`src/rtl/program_counter.sv`:
```
// Program counter with previous-PC shadow and a registered load pulse.
// Latency: one edge from a qualified enable to output_PC. Backpressure: none, every qualified load is accepted.
// All outputs come straight from flops, so there is no input-to-output combinational path.
module program_counter #(
    parameter int               WIDTH        = 16,
    parameter logic [WIDTH-1:0] RESET_VECTOR = '0
) (
    input  logic             CLK,
    input  logic             RESET_N,
    input  logic             input_PC_PCWrite,
    input  logic             input_PC_PCWriteCond,
    input  logic             input_PC_cond,
    input  logic [WIDTH-1:0] input_PC_newPC,
    output logic [WIDTH-1:0] output_PC,
    output logic [WIDTH-1:0] output_PC_old,
    output logic             output_PC_loaded
);

    logic             pc_load;
    logic [WIDTH-1:0] pc_q;
    logic [WIDTH-1:0] pc_old_q;
    logic             loaded_q;

    // PCWrite dominates; cond only matters while a branch state asserts PCWriteCond.
    assign pc_load = input_PC_PCWrite | (input_PC_PCWriteCond & input_PC_cond);

    // newPC is only sampled under pc_load, so garbage on it while idle never reaches state.
    always_ff @(posedge CLK or negedge RESET_N) begin
        if (!RESET_N) begin
            pc_q     <= RESET_VECTOR;
            pc_old_q <= RESET_VECTOR;
            loaded_q <= 1'b0;
        end else if (pc_load) begin
            pc_q     <= input_PC_newPC;
            pc_old_q <= pc_q;
            loaded_q <= 1'b1;
        end else begin
            loaded_q <= 1'b0;
        end
    end

    assign output_PC        = pc_q;
    assign output_PC_old    = pc_old_q;
    assign output_PC_loaded = loaded_q;

endmodule

```
`config.mk`:
```
export PLATFORM = sky130hd
export DESIGN_NAME = program_counter
export DESIGN_NICKNAME = d
export VERILOG_FILES = /design/src/rtl/program_counter.sv
export SDC_FILE = /design/constraint.sdc
export NUM_CORES = 1
export LEC_CHECK = 0
export BUFFER_PORTS_ARGS = -buffer_cell sky130_fd_sc_hd__clkbuf_2
export CAP_MARGIN = 15
export CORE_AREA = 4 4 56 58
export DETAILED_ROUTE_END_ITERATION = 8
export DIE_AREA = 0 0 60 62
export PLACE_DENSITY = 0.79
export SYNTH_ARGS = -nofsm -noshare
export SYNTH_HDL_FRONTEND = slang
export SYNTH_SLANG_ARGS = --single-unit
```
`constraint.sdc`:
```
create_clock -name CLK -period 1.4 [get_ports CLK]
set_clock_uncertainty 0.05 [all_clocks]
set_input_delay 0 -clock CLK [delete_from_list [all_inputs] [get_ports CLK]]
set_output_delay 0 -clock CLK [all_outputs]
set_load 0.02 [all_outputs]
```
### Yosys cells after proc, flatten, opt, wreduce, memory -nomap -nowiden

Cells that the tools add are included.
W data, S select, Z words.

| storage, ports and cells | value |
|---|---|
| bits of input ports | 21 |
| output and inout bits | 33 |
| bits in registers | 33 |

| cells by class | value |
|---|---|
| bitwise logic cells | 2 |
| mux-type cells | 1 |

Operators by type and width:

| cell | count |
|---|---|
| $and A1 B1 Y1 | 1 |
| $mux W1 | 1 |
| $or A1 B1 Y1 | 1 |

### Longest topological paths before layout

| logic depth | value |
|---|---|
| word-level depth | 3 |
| depth in mapped cells | 3 |
| depth with buffers taken out | 2 |

### Worst setup path after synthesis

OpenSTA, ideal clock, no wires.

| path | value |
|---|---|
| kind | register to register |
| start | register output_PC_old[12] (netlist name) |
| end | register pc_old_q[12], in the netlist output_PC_old[12] |
| path buffers | 0 |
| period minus slack after synthesis | 907 ps |
| stages on the path, launching flop included | 2 |
| slack | 493 ps |
| library setup time | 128 ps |
| arrival time | 730 ps |
| cell sequence | dfrtp_1 mux2_1 |

RTL lines:

| item | RTL line | text |
|---|---|---|
| end signal, assigned | 35 | `pc_old_q <= pc_q;` |
| end, declared | 21 | `logic [WIDTH-1:0] pc_old_q;` |

### Worst setup path in the final report

| path | value |
|---|---|
| start | register pc_q[10], in the netlist output_PC[10] |
| end | output port output_PC[10] |

RTL lines:

| item | RTL line | text |
|---|---|---|
| start, declared | 20 | `logic [WIDTH-1:0] pc_q;` |
| start signal, assigned | 34 | `pc_q <= input_PC_newPC;` |
| end, declared | 14 | `output logic [WIDTH-1:0] output_PC,` |

No word-level cell between the ends.

==> results.yml <==
cts:
  cts-root-buf: "clkbuf_4"
  cts_tree: "done"
  htree_levels: 2
  worstSkewPairLatency_ns: 0.32
  cts_hold_buffers: 17
  post_cts_buffers: 0
  clkSinkCount: 33
  cts.repair.resized: 0
  cts_buffers: 5
  cts_buffer_depth: 2
  clk_pin_slew_ns: 0.09
layout:
  mostFrequentLayoutCell: "clkbuf_2"
  mostFrequentLayoutCells: "53 x clkbuf_2, 33 x dfrtp_1, 30 x mux2_2"
  final_cell_area_sq_um: 1785
  layout.cells.non_filler: 177
  drive_gt1_share_pct: 63.01
  final_nets: 166
  areaGrowthSynthToFinish_pct: 44.00
  diodes: 0
timing:
  period_needed_ns: 0.9473
  setup_viol: 0
  hold_violations: 0
  slew_headroom_pct: 48.39
  worstMarginPinSlew_ns: 0.7741
  holdWs_ns: 0.01842
  rsz0062_at_grt: "false"
  fmax_mhz: 1056
  drv_slew: 0
  period_share_pct: 67.67
  final.setup.tns_ns: 0
route:
  vias: 841
  drtIter0Drc: 21
  ant_nets: 0
  drc: 0
  dr.pass1.iters: 2
  drt_wl_total_um: 2288
  wire_per_inst_um: 12.93
  post_drt_via_cell_ratio: 4.751
yosys:
  synth-compound-area-share_pct: 1.312
  synth_xor_area_share_pct: 0
  synth-adder-area-share_pct: 0
  netlist_instances: 70
  yosysUniqueCellTypes: 6
  avgSynthCellArea_sq_um: 17.71
  synth.area.mux_share_pct: 29.06
  yosys.area_share.simple_pct: 0
  syn_nets: 91
  synth_top_family_by_area: "multiplexers"
  syn_area_sq_um: 1240
  synth-seq-cells: 33
  synth_seq_area_share_pct: 66.60
  yosys_warnings: 0
setup_path:
  crit_path_end_kind: "primary output"
  critPathKind: "register to primary output"
  crit_buf_inv: 1
  critical_path.max_stage_delay_ns: 0.41
  cp.arrival_ns: 0.90
  path_cells: "clkbuf_2"
  worstPathMaxFanout: 3
  critical-path-slowest-cell: "dfrtp_1"
  crit_family: "flip-flops"
  required_ns: 1.35
  critPathLaunchType: "register"
placed_design:
  place_hpwl_um: 1494
  placed_cells: 152
  io_buffer_count: 53
  gp_congestion: 0.6340
  placed_cell_area_sq_um: 1530
pwr:
  p_clk_share_pct: 30.6
  power.leakage_nw: 0.8610
  power_frac_comb_pct: 21.6
  power.internal_w: 0.001732
  pwr_density_cell_nw_per_um2: 1332
  power.switching_w: 0.0006466
  seqPwrFrac_pct: 47.8
  ir_drop_uv: 1112
  p_sw_share_pct: 27.19
floorplan:
  die_area_sq_um: 3720
  die_height_um: 62
  ioPinCount: 54
  die_w_um: 60
  initial_utilization_pct: 46.57
  rows: 19
  coreArea_sq_um: 2663
grt:
  grt_pass1_vias: 889
  grt_max_degree: 34
  globalRouteTotalUtil_pct: 14.49
  grt_first_pass_wirelength_um: 3760
  antenna_found_initial: 0
  overflow: 0
status:
  status: "completed"
job:
  drv_cap: 0
hold_path:
  worstHoldPathType: "input pin to register"
[path summary, 6_finish.rpt]
path | start | to | slack [ns] | depth (start not counted)
max reg2reg | output_PC[13] | output_PC_old[13] | 0.56 | 1
min | input_PC_PCWrite | output_PC_loaded | 0.02 | 4
max | output_PC[10] | output_PC[10] | 0.45 | 1
min reg2reg | output_PC_old[12] | output_PC_old[12] | 0.46 | 1
min in group asynchronous | RESET_N | output_PC[2] | 0.22 | 2
max in group asynchronous | RESET_N | output_PC_old[0] | 0.59 | 2
[state kept, by name, summed over array words and instances, names as in the netlist]
signal and flops:
output_PC 16, output_PC_old 16, output_PC_loaded 1
[synthesized netlist by cell type]
master | number | share of area, %
mux2_1 | 2 | 1.8
a21oi_4 | 1 | 1.3
buf_6 | 3 | 2.7
dfrtp_1 | 33 | 67
mux2_2 | 30 | 27
inv_1 | 1 | 0.30
[per-layer routing]
metal | up-vias | track usage, % | part of all wire, %
li1 | 395 | - | -
met1 | 406 | 14.77 | 38
met2 | 34 | 25.00 | 51
met3 | 6 | 7.231 | 8.7
met4 | 0 | 6.646 | 1.7
met5 | - | 0 | 0
[worst min-delay path, cell delays in order]
cell and delay [ns]:
clkbuf_2 0.10, a21oi_4 0.04, buf_12 0.16, inv_1 0.06
[final cells by class]
type                            count  area [sq um]
Sequential cell                    33         825.8
Tap cell                           31         38.79
Inverter                            1         3.754
Clock inverter                      1         30.03
Timing Repair Buffer               71         455.4
Clock buffer                        7         55.05
Multi-Input combinational cell     33         376.6
Fill cell                         213         877.1
[kinds of logic after synthesis]
| kind of cell | after synthesis |
|---|---|
| flops | 33 |
| buf+inv | 4 |
| mux | 32 |
| compound gates | 1 |
[through the flow]
step / setup slack [ns] / total power [W] / utilization [%]
global route: 0.3972 / 0.002509 / 67.06
detailed placement: 0.3692 / 0.001642 / 57.47
finish: 0.4527 / 0.002379 / 67.06
global placement: 0.3986 / 0.001625 / 57.47
CTS: 0.4381 / 0.002417 / 67.06
floorplan: 0.4929 / 0.001447 / -
[power by group through the flow]
stage | clock network (W) | registers [W] | logic, W
3_5_place_dp | 0 | 0.00116 | 0.000485
4_1_cts | 0.000755 | 0.00114 | 0.000523
6_report | 0.000728 | 0.00114 | 0.000513
2_1_floorplan | 0 | 0.00130 | 0.000147
3_3_place_gp | 0 | 0.00115 | 0.000475
5_1_grt | 0.000797 | 0.00116 | 0.000556
Power figures use the tool's default switching activity.
